$ cat src/rtl/wb_pkg.sv
// Shared types for the register-file write-back arbiter.
package wb_pkg;

    localparam int unsigned XLEN   = 32;
    localparam int unsigned REG_AW = 5;
    localparam int unsigned NREG   = 32;

    typedef struct packed {
        logic [REG_AW-1:0] rd;
        logic [XLEN-1:0]   data;
    } wb_req_t;

endpackage

$ cat src/rtl/wb_fifo.sv
// Small circular FIFO buffering long-latency write-back requests.
module wb_fifo
    import wb_pkg::*;
#(
    parameter int unsigned DEPTH = 4
) (
    input  logic    clk,
    input  logic    rst_n,
    input  logic    push,
    input  wb_req_t wdata,
    input  logic    pop,
    output logic    full,
    output logic    empty,
    output wb_req_t head
);

    localparam int unsigned AW = $clog2(DEPTH);

    wb_req_t       mem_q [DEPTH];
    logic [AW-1:0] wr_ptr_q, rd_ptr_q;
    logic [AW:0]   count_q;

    assign full  = (count_q == (AW+1)'(DEPTH));
    assign empty = (count_q == '0);
    assign head  = mem_q[rd_ptr_q];

    // DEPTH is a power of two, so the pointers wrap by natural overflow.
    always_ff @(posedge clk or negedge rst_n) begin
        if (!rst_n) begin
            wr_ptr_q <= '0;
            rd_ptr_q <= '0;
            count_q  <= '0;
        end else begin
            if (push) wr_ptr_q <= wr_ptr_q + 1'b1;
            if (pop)  rd_ptr_q <= rd_ptr_q + 1'b1;
            if (push && !pop) begin
                count_q <= count_q + 1'b1;
            end else if (pop && !push) begin
                count_q <= count_q - 1'b1;
            end
        end
    end

    always_ff @(posedge clk) begin
        if (push) mem_q[wr_ptr_q] <= wdata;
    end

endmodule

$ cat src/rtl/wb_arbiter.sv
// Arbitrates the register-file write port between the primary result path and
// a FIFO of long-latency results, with a pending-destination scoreboard.
module wb_arbiter
    import wb_pkg::*;
#(
    parameter int unsigned DEPTH    = 4,
    parameter int unsigned MAX_WAIT = 8
) (
    input  logic              clk,
    input  logic              rst_n,
    input  logic              p_valid,
    input  logic [4:0]        p_rd,
    input  logic [XLEN-1:0]   p_data,
    output logic              prim_stall,
    input  logic              s_valid,
    output logic              s_ready,
    input  logic [4:0]        s_rd,
    input  logic [XLEN-1:0]   s_data,
    input  logic              iss_valid,
    input  logic [4:0]        iss_rd,
    input  logic [4:0]        chk_rs1,
    input  logic [4:0]        chk_rs2,
    input  logic [4:0]        chk_rd,
    output logic              hazard,
    output logic [NREG-1:0]   busy,
    output logic              rf_wr,
    output logic [4:0]        rf_rd,
    output logic [XLEN-1:0]   rf_data
);

    localparam int unsigned CW = $clog2(MAX_WAIT + 1);

    logic            full, empty, push, pop, force_pop;
    wb_req_t         head, s_req;
    logic [CW-1:0]   wait_q, wait_d;
    logic [NREG-1:0] busy_q, busy_d;

    assign s_ready = !full;
    assign push    = s_valid && !full;
    assign s_req   = '{rd: s_rd, data: s_data};

    wb_fifo #(
        .DEPTH (DEPTH)
    ) u_fifo (
        .clk   (clk),
        .rst_n (rst_n),
        .push  (push),
        .wdata (s_req),
        .pop   (pop),
        .full  (full),
        .empty (empty),
        .head  (head)
    );

    assign force_pop = !empty && (wait_q >= CW'(MAX_WAIT));

    // rf_wr is held low while in reset so a held primary request is not written.
    always_comb begin
        pop        = 1'b0;
        rf_wr      = 1'b0;
        rf_rd      = '0;
        rf_data    = '0;
        prim_stall = p_valid && force_pop;
        if (p_valid && !force_pop) begin
            rf_wr   = rst_n && (p_rd != '0);
            rf_rd   = p_rd;
            rf_data = p_data;
        end else if (!empty) begin
            pop     = 1'b1;
            rf_wr   = rst_n && (head.rd != '0);
            rf_rd   = head.rd;
            rf_data = head.data;
        end
    end

    always_comb begin
        wait_d = wait_q;
        if (empty || pop) begin
            wait_d = '0;
        end else if (wait_q < CW'(MAX_WAIT)) begin
            wait_d = wait_q + 1'b1;
        end
    end

    // A new issue to the same register outranks the retiring write.
    always_comb begin
        busy_d = busy_q;
        if (pop && head.rd != '0) busy_d[head.rd] = 1'b0;
        if (iss_valid && iss_rd != '0) busy_d[iss_rd] = 1'b1;
        busy_d[0] = 1'b0;
    end

    always_ff @(posedge clk or negedge rst_n) begin
        if (!rst_n) begin
            wait_q <= '0;
            busy_q <= '0;
        end else begin
            wait_q <= wait_d;
            busy_q <= busy_d;
        end
    end

    assign busy   = busy_q;
    assign hazard = busy_q[chk_rs1] | busy_q[chk_rs2] | busy_q[chk_rd];

endmodule
$ cat config.mk
export PLATFORM = sky130hd
export DESIGN_NAME = wb_arbiter
export DESIGN_NICKNAME = d
export VERILOG_FILES = /design/src/rtl/wb_pkg.sv /design/src/rtl/wb_fifo.sv /design/src/rtl/wb_arbiter.sv
export SDC_FILE = /design/constraint.sdc
export NUM_CORES = 1
export LEC_CHECK = 0
export ABC_CLOCK_PERIOD_IN_PS = 2850
export BUFFER_PORTS_ARGS = -buffer_cell sky130_fd_sc_hd__buf_4
export CAP_MARGIN = 30
export CORE_MARGIN = 4
export CORE_UTILIZATION = 30
export DETAILED_ROUTE_END_ITERATION = 6
export PLACE_DENSITY = 0.47
export SYNTH_ARGS = -nofsm -noshare
export SYNTH_HDL_FRONTEND = slang
export SYNTH_HIERARCHICAL = 1
export SYNTH_SLANG_ARGS = --single-unit
$ cat constraint.sdc
create_clock -name clk -period 2.85 [get_ports clk]
set_clock_uncertainty 0.15 [all_clocks]
set_input_delay 0.285 -clock clk [delete_from_list [all_inputs] [get_ports clk]]
set_output_delay 0.285 -clock clk [all_outputs]
set_load 0.1 [all_outputs]
==> Word-level counts from Yosys, hierarchy flattened <==
Memory sizes are Yosys's and may differ from the RTL's.
Index checks and enable logic that the tools add are counted.
{ "word_totals": {"ramBits": 148, "n_memories": 1, "latchBits": 0, "elab_cells": 76, "regBits": 42, "in_bits": 99, "rom_bits": 0, "output_inout_bits": 73} }
{ "mem_list": {"columns": ["name", "depth", "width", "read_ports", "rd_ports_with_merged_regs", "wr", "line_no", "rtl"], "rows": [
  ["u_fifo.mem_q", 4, 37, 1, 0, 1, "wb_fifo.sv:19", "wb_req_t mem_q [DEPTH];"]
]} }
{ "classes": {"shifts": 0, "n_reduce_logical": 24, "n_mul": 0, "addsub": 5, "div": 0, "order_cmp": 9, "mux": 26, "eq_ne": 1, "bitwise_logic": 5} }
{ "ops": {"columns": ["cell", "count"], "rows": [
  ["$mux W32", 4],
  ["$and A32 B32 Y32", 1],
  ["$not A32 Y32", 1],
  ["$or A32 B32 Y32", 1],
  ["$lt A5 B6 Y1 const B", 5],
  ["$bmux W1 S5", 3],
  ["$reduce_bool A5 Y1", 3],
  ["$logic_and A1 B1 Y1", 12],
  ["$mux W1", 11],
  ["$demux W1 S5", 2],
  ["$ge A5 B1 Y1 const B", 2],
  ["$mux W5", 2],
  ["$mux W4", 2],
  ["$mux W3", 2],
  ["$logic_not A1 Y1", 5],
  ["$add A2 B1 Y2 const B", 2],
  ["$add A4 B1 Y4 const B", 1],
  ["$ge A4 B4 Y1 const B", 1],
  ["$lt A4 B4 Y1 const B", 1],
  ["$reduce_bool A2 Y1", 2],
  ["$add A3 B1 Y3 const B", 1],
  ["$eq A3 B3 Y1 const B", 1],
  ["$logic_not A3 Y1", 1],
  ["$sub A3 B1 Y3 const B", 1],
  ["other kinds (2)", 3]
]} }

==> Longest topological paths before layout <==
Gate-level depths: netlist of the first run.
{ "logic_depth": {"depth_word": 10, "depth_mapped": 9, "ltp_nobuf": 9} }

==> By module <==
The synthesis of the first run kept the hierarchy.
{ "by_module_without_submodules": {"columns": ["mod", "area_per_inst_um2", "cells_per_inst", "instances", "seq_area_each_um2"], "rows": [
  ["wb_fifo", 5724.2, 227, 1, 4619.4],
  ["wb_arbiter", 2964.1, 377, 1, 875.8]
]} }

==> Worst setup path before layout of the first run <==
OpenSTA, ideal clock, no wires.
{ "synth_timing": {"path_type": "register to output", "from": "register busy_q[31] (netlist: busy[31])", "to": "output hazard", "required_time_ns": 2.415, "stages_incl_launch_ff": 6, "t_arrival_ns": 3.051, "path_buffers": 0, "setup_slack_ns": -0.636, "cell_sequence": "dfrtp_1 > mux4_2 > a22o_1 > a22o_1 > a2111oi_1 > nand4_1"} }
{ "synth_via": {"elab_chain_len": 4, "elab_cells_between_ends": 8, "cone_classes": "mux: 6; bitwise: 2"} }
{ "synth_lines": {"columns": ["element", "line_no", "rtl"], "rows": [
  ["start, declared", "wb_arbiter.sv:36", "logic [NREG-1:0] busy_q, busy_d;"],
  ["start signal, assigned", "wb_arbiter.sv:99", "busy_q <= busy_d;"],
  ["$bmux W1 S5", "wb_arbiter.sv:104", "assign hazard = busy_q[chk_rs1] | busy_q[chk_rs2] | busy_q[chk_rd];"],
  ["$mux W1 (not written as such)", "wb_arbiter.sv:104", null],
  ["$or A1 B1 Y1", "wb_arbiter.sv:104", null],
  ["$or A1 B1 Y1 (*)", "wb_arbiter.sv:104", null],
  ["end, declared", "wb_arbiter.sv:24", "output logic hazard,"]
]} }
Every way passes the cells marked *; elsewhere a longest branch is shown, timed or not. The select of a mux whose other input is x is not followed.

==> Worst setup path after layout of the first run <==
Same ends and word-level chain as after synthesis.

==> results.json, run 1 <==
{
  "r2r_cells": 8,
  "critPathKind": "flop to primary output",
  "hold_depth": 3,
  "ys_warn_count": 6,
  "dieArea_um2": 31700,
  "slew_headroom": 0.552,
  "routed_wl_um": 24500,
  "drv_cap": 0,
  "rows": 62,
  "rsz0062_at_grt": "yes",
  "crit_start": "busy[31]$_DFF_PN0_",
  "fin_util": 0.408,
  "cpPeakStageDelay_ps": 480,
  "worst_ep_required_time_ps": 2410,
  "yosysUniqueCellTypes": 51,
  "antenna_found_initial": 0,
  "synth_top_area_cell": "edfxtp_1",
  "clock-sinks": 190,
  "clockPowerShare": 0.167,
  "fmax_mhz": 345,
  "cts_buffer_depth": 2,
  "worst_slack_ps": -46.3,
  "vdd_drop_max_v": 0.000683,
  "r2r-end": "u_fifo/count_q[2]$_DFFE_PN0P_",
  "portBuffers": 170,
  "outcome": "complete, but fails checks",
  "syn_avg_cell_area_um2": 14.4,
  "synthAdderAreaFrac": 0.0109,
  "p_sw_frac": 0.487,
  "synth.area.mux_share": 0.154,
  "path_cells": "mux4_2 > a22o_1 > a22o_1 > a2111oi_4 > nand4_1 > buf_8",
  "synth_xor_area_frac": 0.00706,
  "power_uw": 13700,
  "synth_top_family_by_area": "multiplexers",
  "detail_route.first_pass.iterations": 4,
  "synth-simple-area-share": 0.112,
  "tritoncts.num_buffers": 17,
  "synth-seq-area-share": 0.632,
  "synthArstFlopShare": 0.221,
  "areaGrowthSynthToFinish_pct": 34.3,
  "switchingPower_uw": 6660,
  "ios": 172,
  "yosys.area.top_type_share": 0.512,
  "power_frac_comb": 0.518,
  "wl_per_cell_um": 20.1,
  "synth.area.top_cells": "edfxtp_1, mux4_2, dfrtp_1",
  "cpMostUsedCell": "a22o_1",
  "vias_per_cell": 4.97,
  "sequentialPowerShare": 0.315,
  "worstHoldPathType": "input pin to flop",
  "slew_viol_final": 0,
  "cp_max_fo": 2,
  "min_to": "busy[10]$_DFF_PN0_",
  "final_hold_viol_count": 0,
  "diodes": 0,
  "p_leak_uw": 0.00442,
  "ant_nets": 0,
  "cp-start-kind": "flop",
  "initialDrtViolationCount": 362,
  "via_count": 6079,
  "layout.nets": 932,
  "p_int_uw": 7010,
  "syn_nets": 710,
  "clkSlewWorstSetupHoldPaths_ps": 70,
  "rr_startpoint": "u_fifo/count_q[2]$_DFFE_PN0P_",
  "start_util": 0.304,
  "coreArea_um2": 28600,
  "powerDensity_nw_per_um2": 1170,
  "dp_hpwl_um": 17000,
  "cts_tree": "built",
  "period_minus_slack_ps": 2900,
  "fin_crit_sh": 1.02,
  "min_from": "iss_rd[3]",
  "synthesis.area_um2": 8690,
  "synth_edf_count": 148,
  "htree_levels": 4,
  "slowest_stage": "dfrtp_4",
  "worst_pin_slew_ps": 663,
  "gp_congestion": 0.819,
  "synth_cells": 604,
  "grt_pass1_wl_um": 37500,
  "clock_latency_ps": 430,
  "die_width_um": 178,
  "grt_pass1_vias": 6509,
  "drive_gt1_frac": 0.400,
  "grt.overflow.total": 0,
  "arrival_ps": 2460,
  "violations": "setup timing",
  "end_kind": "primary output",
  "ys_ff_latch": 190,
  "grt_max_degree": 43,
  "setup_viol": 1,
  "fp.dieH_um": 178,
  "r2r_slack_ps": 410,
  "synth_compound_area_frac": 0.0577,
  "n_fill_cell": 2673,
  "cts_root_buffer": "clkbuf_16",
  "drc_errors": 0,
  "track_usage": 0.155,
  "synth-main-ff-cell": "edfxtp_1"
}
cell usage after synthesis (5+ instances only):
cell,instances
and2_1,5
buf_2,5
clkbuf_1,19
dfrtp_1,42
edfxtp_1,148
ha_1,6
inv_1,11
mux2_2,8
mux2i_1,9
mux4_2,48
nand2_1,86
nand2b_1,7
nand3_1,47
nand3b_1,7
nor2_1,12
nor2b_1,9
nor3_1,5
o21ai_0,62
logic make-up (layout without fill, tap and decap cells):
kind of cell,Yosys count,after routing
simple gates,200,200
flops,190,190
compound gates,86,86
mux,68,68
buf+inv,45,279
fa+ha+maj,7,7
xor+xnor,7,7
other cells,1,1
power by group through the flow:
| stage | Combinational (µW) | Sequential [µW] | Clock, µW |
|---|---|---|---|
| after floorplan | 3710 | 5720 | 0 |
| after global placement | 6900 | 4370 | 0 |
| after detailed placement | 6940 | 4410 | 0 |
| after CTS | 7130 | 4310 | 2340 |
| after global routing | 7470 | 4390 | 2450 |
| final | 7080 | 4310 | 2280 |
repair_timing:
| action | 4_1_cts | 5_1_grt |
|---|---|---|
| setup buffers | 6 | 2 |
| setup endpoints to repair | 34 | 19 |
| endpoints found under the hold margin | 191 | 0 |
| resized for setup | 5 | 5 |
| hold buffers | 40 | 0 |
| pin swaps | 1 | 4 |
| cloned | 0 | 0 |
state kept, by name, indices dropped and copies added, names as in the netlist:
register	flops
u_fifo/mem_q	148
u_fifo/count_q	3
wait_q	4
u_fifo/wr_ptr_q	2
u_fifo/rd_ptr_q	2
busy	31
stage by stage:
stage / cell area, µm² / setup slack [ps] / TNS, ps / std cells / hold slack [ps]
after floorplan: 8760 / -263 / -263 / 604 / -161
after global placement: 10600 / 346 / 0 / 1143 / 293
after detailed placement: 10600 / 326 / 0 / 1143 / 309
after CTS: 11600 / -94.6 / -94.6 / 1220 / 43.8
after global routing: 11700 / -159 / -159 / 1222 / 82.6
final: 11700 / -46.3 / -46.3 / 1222 / 61.3
worst max-delay path by stage:
stage | endpoint | slack, ps | cells past startpoint
6_report | hazard | -50 | 6
5_1_grt | hazard | -160 | 6
4_1_cts | hazard | -90 | 6
3_5_place_dp | rf_wr | 330 | 6
3_3_place_gp | rf_wr | 350 | 6
2_1_floorplan | hazard | -260 | 5
area by class of cell:
type                            instances  area, µm²  share of cell area
Clock inverter                         14        150              0.0129
Clock buffer                           17        425              0.0364
Inverter                               11       41.3             0.00354
Tap cell                              384        480              0.0412
Timing Repair Buffer                  237       1970               0.169
Sequential cell                       190       5540               0.474
Multi-Input combinational cell        369       3070               0.263
worst max-delay path, delay by kind of cell, from the launching register on:
kind,cells,cell delay (ps)
DFF,1,480
buffers and inverters,1,230
muxes,1,470
and+or+nand+nor,1,210
AOI/OAI and AO/OA,3,650
metal layers:
metal  part of all wire  global-route usage  vias up
li1                   -                   -     2774
met4             0.0093              0.0374        0
met1               0.45               0.207     3116
met2               0.50               0.265      174
met5                  0                   0        -
met3              0.045              0.0261       15
cells in the final DEF, fill, tap and decap left out, types with 4 or more instances in the layout:
cell,instances
buf_4,188
dlygate4sd3_1,40
nand3b_1,7
and3_1,4
dfrtp_1,16
mux2i_1,9
edfxtp_1,148
nor2_1,11
nand2b_1,7
buf_12,6
mux4_2,49
inv_1,11
ha_1,6
dfrtp_2,23
xor2_1,4
nand3_1,47
nand2_1,76
mux2_2,8
a2111oi_0,4
nand2_2,10
o21ai_0,62
clkbuf_16,17
nor4b_1,4
and2_2,4
nor2b_1,9
(Power assumes the default switching activity.)
==> run 2, diff against run 1 <==
--- a/config.mk
+++ b/config.mk
@@ -12,7 +12,9 @@
 export CORE_UTILIZATION = 30
 export DETAILED_ROUTE_END_ITERATION = 6
 export PLACE_DENSITY = 0.47
+export SKIP_LAST_GASP = 1
 export SYNTH_ARGS = -nofsm -noshare
 export SYNTH_HDL_FRONTEND = slang
 export SYNTH_HIERARCHICAL = 1
 export SYNTH_SLANG_ARGS = --single-unit
+export TNS_END_PERCENT = 20
==> run 2 against run 1 <==
  * The flow still finishes with violations (setup timing)
  * Maximum frequency decreased by 2.4%
  * Global-route usage decreased by 0.52 points
  * Routed wire length decreased by 2.4%
  * Critical path type unchanged
  * Clock power about the same
  * Register-to-register slack about the same
  * Sequential power about the same
  * Largest power group unchanged
  * Largest cell class unchanged
==> results.json, run 2 (synthesis gave the netlist of run 1 again) <==
{
  "outcome": "complete, but fails checks",
  "violations": "setup timing",
  "drive_gt1_frac": 0.381,
  "grt_pass1_vias": 6308,
  "dieArea_um2": 31700,
  "areaGrowthSynthToFinish_pct": 33.3,
  "powerDensity_nw_per_um2": 1170,
  "ant_nets": 0,
  "grt_max_degree": 43,
  "final_hold_viol_count": 0,
  "regMostFlops": "u_fifo/mem_q",
  "cts_tree": "built",
  "routed_wl_um": 24000,
  "clock_latency_ps": 420,
  "worst_pin_slew_ps": 676,
  "drv_cap": 0,
  "fin_crit_sh": 1.04,
  "dp_hpwl_um": 17200,
  "cp-start-kind": "flop",
  "start_util": 0.304,
  "worst_ep_required_time_ps": 2410,
  "cts_buffer_depth": 2,
  "slew_headroom": 0.538,
  "cp_max_fo": 5,
  "initialDrtViolationCount": 362,
  "antenna_found_initial": 0,
  "holdWs_ps": 69.8,
  "grt_pass1_wl_um": 36200,
  "wl_per_cell_um": 19.6,
  "end_kind": "primary output",
  "n_fill_cell": 2678,
  "drc_errors": 0,
  "p_leak_uw": 0.00441,
  "via_count": 6027,
  "tritoncts.num_buffers": 17,
  "ios": 172,
  "gp_congestion": 0.832,
  "worst_slack_ps": -116,
  "arrival_ps": 2530,
  "largest_register_ffs": 148,
  "clkSlewWorstSetupHoldPaths_ps": 70,
  "final_common_cell": "buf_4",
  "portBuffers": 170,
  "grt.overflow.total": 0,
  "worstHoldPathType": "input pin to flop",
  "track_usage": 0.150,
  "vdd_drop_max_v": 0.000607,
  "setup_viol": 1,
  "critPathKind": "flop to primary output",
  "die_width_um": 178,
  "rows": 62,
  "detail_route.first_pass.iterations": 5,
  "rsz0062_at_grt": "yes",
  "clock-sinks": 190,
  "layout.nets": 932,
  "power_uw": 13600,
  "vias_per_cell": 4.92,
  "slew_viol_final": 0,
  "fp.dieH_um": 178,
  "coreArea_um2": 28600,
  "fmax_mhz": 337,
  "period_minus_slack_ps": 2970,
  "final_cell_mix": "buf_4, edfxtp_1, nand2_1, o21ai_0, mux4_2",
  "htree_levels": 4,
  "tns_ps": -116,
  "cts_root_buffer": "clkbuf_16"
}
==> run 2: through the flow <==
step | utilization | setup slack [ps] | instances | instance area (µm²)
floorplan | - | -263 | 604 | 8740
global placement | 0.367 | 248 | 1141 | 10500
detailed placement | 0.367 | 280 | 1141 | 10500
finish | 0.405 | -116 | 1224 | 11600
CTS | 0.402 | -151 | 1215 | 11500
global route | 0.405 | -236 | 1223 | 11600
==> run 2: report_power, final <==
part / internal, µW / total, µW / leakage, µW / switching, µW
sequential: 3780 / 4310 / 0.00184 / 530
combinational: 2070 / 7020 / 0.00230 / 4950
clock: 1230 / 2270 / 0.000266 / 1040
total: 7080 / 13600 / 0.00441 / 6520
==> run 2: area by class of cell <==
type | instances | area [µm²] | share of cell area
Sequential cell | 190 | 5540 | 0.478
Multi-Input combinational cell | 369 | 3020 | 0.261
Timing Repair Buffer | 237 | 1940 | 0.168
Tap cell | 384 | 480 | 0.0415
Clock buffer | 19 | 433 | 0.0374
Clock inverter | 13 | 129 | 0.0111
Inverter | 11 | 41.3 | 0.00356
Antenna cell | 1 | 2.50 | 0.000216
==> run 2: repair_timing <==
action / in CTS / in global routing
gates resized for setup: 2 / 2
endpoints found under the setup margin: 26 / 34
hold endpoints to repair: 191 / 0
buffers inserted: 2 / 8
hold buffers: 40 / 0
pin swaps: 1 / 0
==> run 2: final timing paths <==
| path | startpoint | end | slack [ps] | depth (start not counted) |
|---|---|---|---|---|
| setup / recovery | busy[22]$_DFF_PN0_ | hazard | -120 | 6 |
| setup reg to reg | u_fifo/count_q[2]$_DFFE_PN0P_ | u_fifo/count_q[2]$_DFFE_PN0P_ | 400 | 8 |
| hold / removal | iss_rd[3] | busy[10]$_DFF_PN0_ | 70 | 3 |
| max in group asynchronous | rst_n | busy[9]$_DFF_PN0_ | 1740 | 3 |
| hold reg to reg | wait_q[0]$_DFFE_PN0P_ | wait_q[0]$_DFFE_PN0P_ | 310 | 1 |
| min in group asynchronous | rst_n | u_fifo/wr_ptr_q[0]$_DFFE_PN0P_ | 380 | 3 |
==> run 2: worst max-delay path, stage by stage, from the launching register on <==
cell,delay [ps]
dfrtp_4,510
mux4_1,560
a22o_1,230
a22o_1,200
a2111oi_2,200
nand4_1,180
buf_6,230
==> run 2: routing by layer <==
metal	vias up	wire (µm)	global-route usage
met5	-	0	0
met4	0	337	0.0429
met3	25	1210	0.0303
met2	177	12300	0.266
met1	3054	10100	0.185
li1	2771	-	-
==> run 3, diff against run 2 <==
--- a/config.mk
+++ b/config.mk
@@ -5,13 +5,14 @@
 export SDC_FILE = /design/constraint.sdc
 export NUM_CORES = 1
 export LEC_CHECK = 0
+export ABC_AREA = 1
 export ABC_CLOCK_PERIOD_IN_PS = 2850
 export BUFFER_PORTS_ARGS = -buffer_cell sky130_fd_sc_hd__buf_4
 export CAP_MARGIN = 30
 export CORE_MARGIN = 4
 export CORE_UTILIZATION = 30
 export DETAILED_ROUTE_END_ITERATION = 6
-export PLACE_DENSITY = 0.47
+export PLACE_DENSITY = 0.46
 export SKIP_LAST_GASP = 1
 export SYNTH_ARGS = -nofsm -noshare
 export SYNTH_HDL_FRONTEND = slang
==> run 3 against run 2 <==
  * The run now ends clean
  * Synthesized cell count increased by 57%
  * Clock-buffer cell count decreased by 2
  * Die area increased by 6.8%
  * Clock power increased by 4%
  * Routed wire length increased by 6.7%
  * Utilization decreased by 1.4 points
  * Via count increased by 21%
  * Largest cell class unchanged
==> results.json, run 3 <==
{
  "vdd_drop_max_v": 0.000780,
  "cts_buffer_depth": 2,
  "via_count": 7290,
  "layout.nets": 1250,
  "coreArea_um2": 30600,
  "dr_wl_met2_um": 12200,
  "postCtsSetupBuffers": 0,
  "synth-simple-area-share": 0.169,
  "htree_levels": 4,
  "ys_warn_count": 6,
  "fin_util": 0.391,
  "p_leak_uw": 0.00518,
  "topRoutingLayerUsed": "met4",
  "die_width_um": 184,
  "synth_xor_area_frac": 0.00470,
  "place_inst": 1481,
  "period_minus_slack_ps": 2730,
  "track_usage": 0.151,
  "grt_pass1_wl_um": 39800,
  "cp_max_fo": 36,
  "synthesis.area_um2": 9310,
  "cpMostUsedCell": "nand2_1",
  "synth-main-ff-cell": "edfxtp_1",
  "place_area_um2": 10900,
  "wl_met3_um": 1470,
  "diodes": 0,
  "register_area_um2": 5500,
  "worst_ep_required_time_ps": 2410,
  "detail_route.first_pass.iterations": 7,
  "clkSlewWorstSetupHoldPaths_ps": 70,
  "fin_crit_sh": 0.959,
  "critPathKind": "flop to primary output",
  "cts_root_buffer": "clkbuf_16",
  "slew_headroom": 0.625,
  "cts_tree": "built",
  "portBuffers": 170,
  "yosys.area.top_type_share": 0.477,
  "routed_wl_um": 25500,
  "cp_top_family": "simple AND/OR/NAND/NOR gates",
  "outcome": "completed",
  "synth_top_area_cell": "edfxtp_1",
  "cp-start-kind": "flop",
  "final_hold_viol_count": 0,
  "synth_compound_area_frac": 0.131,
  "drv_cap": 0,
  "clock_latency_ps": 430,
  "drc_errors": 0,
  "synth.area.mux_share": 0,
  "rsz0062_at_grt": "yes",
  "largest_register_ffs": 148,
  "wl_per_cell_um": 16.5,
  "path_cells": "o211ai_1 > nand2_1 > nor3_1 > nand2_1 > nand2_2 > a21boi_2 > buf_6",
  "critical_path_buf_inv_count": 1,
  "powerDensity_nw_per_um2": 1190,
  "instances_no_fill": 1553,
  "wl_met1_um": 11600,
  "areaGrowthSynthToFinish_pct": 28.5,
  "grt.overflow.total": 0,
  "synth_most_common_cell": "nand2_1",
  "synthArstFlopShare": 0.221,
  "syn_avg_cell_area_um2": 9.84,
  "multi_input_area_um2": 2940,
  "gp_congestion": 0.852,
  "synth-seq-area-share": 0.590,
  "regMostFlops": "u_fifo/mem_q",
  "clock-sinks": 190,
  "final_cell_mix": "nand2_1, buf_4, edfxtp_1, inv_1, nand3_1",
  "dieArea_um2": 33900,
  "n_fill_cell": 3038,
  "yosysUniqueCellTypes": 33,
  "worst_pin_slew_ps": 562,
  "yosys-top-cells-count": "nand2_1, edfxtp_1, inv_1",
  "initialDrtViolationCount": 409,
  "rows": 64,
  "slowest_stage": "dfrtp_4",
  "cpPeakStageDelay_ps": 640,
  "syn_nets": 1052,
  "fp.dieH_um": 184,
  "synthAdderAreaFrac": 0.0102,
  "grt_pass1_vias": 7126,
  "worstHoldPathType": "input pin to flop",
  "grt_max_degree": 69,
  "ios": 172,
  "ant_nets": 0,
  "final_common_cell": "nand2_1",
  "synth.area.top_cells": "edfxtp_1, dfrtp_1, nand2_1",
  "dp_hpwl_um": 17300,
  "vias_per_cell": 4.69,
  "ys_ff_latch": 190,
  "antenna_found_initial": 0,
  "end_kind": "primary output",
  "start_util": 0.304,
  "synth_edf_count": 148,
  "synth_top_family_by_area": "simple AND/OR/NAND/NOR gates",
  "slew_viol_final": 0,
  "final_area_um2": 12000,
  "setup_viol": 0,
  "tritoncts.num_buffers": 17,
  "fmax_mhz": 366,
  "drive_gt1_frac": 0.201,
  "arrival_ps": 2300,
  "synth_cells": 946
}
-- run 3: cell families (layout without fill, tap and decap cells) --
family / count (synthesis) / after routing
XOR/XNOR: 5 / 5
flip-flops: 190 / 190
AND/OR/NAND/NOR: 374 / 374
AO/OA/AOI/OAI: 177 / 177
adder cells (fa/ha/maj): 7 / 7
other: 1 / 1
buffers and inverters: 192 / 403
-- run 3: power breakdown --
group	internal [µW]	leakage, µW	total, µW	switching [µW]
Combinational	1790	0.00303	7430	5640
Clock	1250	0.000289	2370	1120
Sequential	3730	0.00187	4410	685
Total	6770	0.00518	14200	7440
-- run 3: what timing repair did --
item	CTS	global route
endpoints found under the setup margin	31	36
resized for setup	2	2
endpoints found under the hold margin	192	0
hold buffers	40	0
-- run 3: stage by stage --
step / worst slack (ps) / setup TNS, ps / power, µW / hold WS [ps]
4_1_cts: 23.2 / 0 / 14400 / 3.41
6_report: 118 / 0 / 14200 / 22.2
2_1_floorplan: -207 / -859 / 9960 / -161
3_3_place_gp: 362 / 0 / 11900 / 276
3_5_place_dp: 344 / 0 / 11900 / 277
5_1_grt: -104 / -104 / 15000 / 34.4
-- run 3: cell type report --
| type | instances | share of cell area |
|---|---|---|
| clock buffers | 17 | 0.0356 |
| clock inverters | 15 | 0.0141 |
| multi-input cells | 564 | 0.246 |
| flip-flops and latches | 190 | 0.460 |
| repair buffers | 225 | 0.157 |
| inverters | 146 | 0.0460 |
| well taps | 396 | 0.0414 |
-- run 3: worst paths after layout --
| kind | start | endpoint | slack, ps | depth (start not counted) |
|---|---|---|---|---|
| worst max register to register | u_fifo/count_q[0]$_DFFE_PN0P_ | u_fifo/count_q[2]$_DFFE_PN0P_ | 650 | 14 |
| worst min-delay path | iss_rd[4] | busy[10]$_DFF_PN0_ | 20 | 4 |
| max in group asynchronous | rst_n | u_fifo/rd_ptr_q[0]$_DFFE_PN0P_ | 1750 | 3 |
| worst max-delay path | u_fifo/rd_ptr_q[0]$_DFFE_PN0P_ | rf_wr | 120 | 7 |
| worst min register to register | wait_q[3]$_DFFE_PN0P_ | wait_q[3]$_DFFE_PN0P_ | 310 | 1 |
| min in group asynchronous | rst_n | u_fifo/count_q[0]$_DFFE_PN0P_ | 350 | 3 |
-- run 3: worst reg2reg max path, stage by stage, from the launching register on --
cell,delay (ps)
dfrtp_1,440
nor3_2,250
inv_2,70
nand2_2,90
nand2_4,70
inv_4,70
nor2_4,40
inv_1,50
ha_1,150
inv_1,60
fa_1,380
inv_1,70
nand2_1,60
nand4_1,80
nand2_1,60
-- run 3: per-layer routing --
| layer | vias up | GRT usage |
|---|---|---|
| li1 | 3627 | - |
| met1 | 3444 | 0.204 |
| met2 | 193 | 0.246 |
| met3 | 26 | 0.0320 |
| met4 | 0 | 0.0408 |
| met5 | - | 0 |
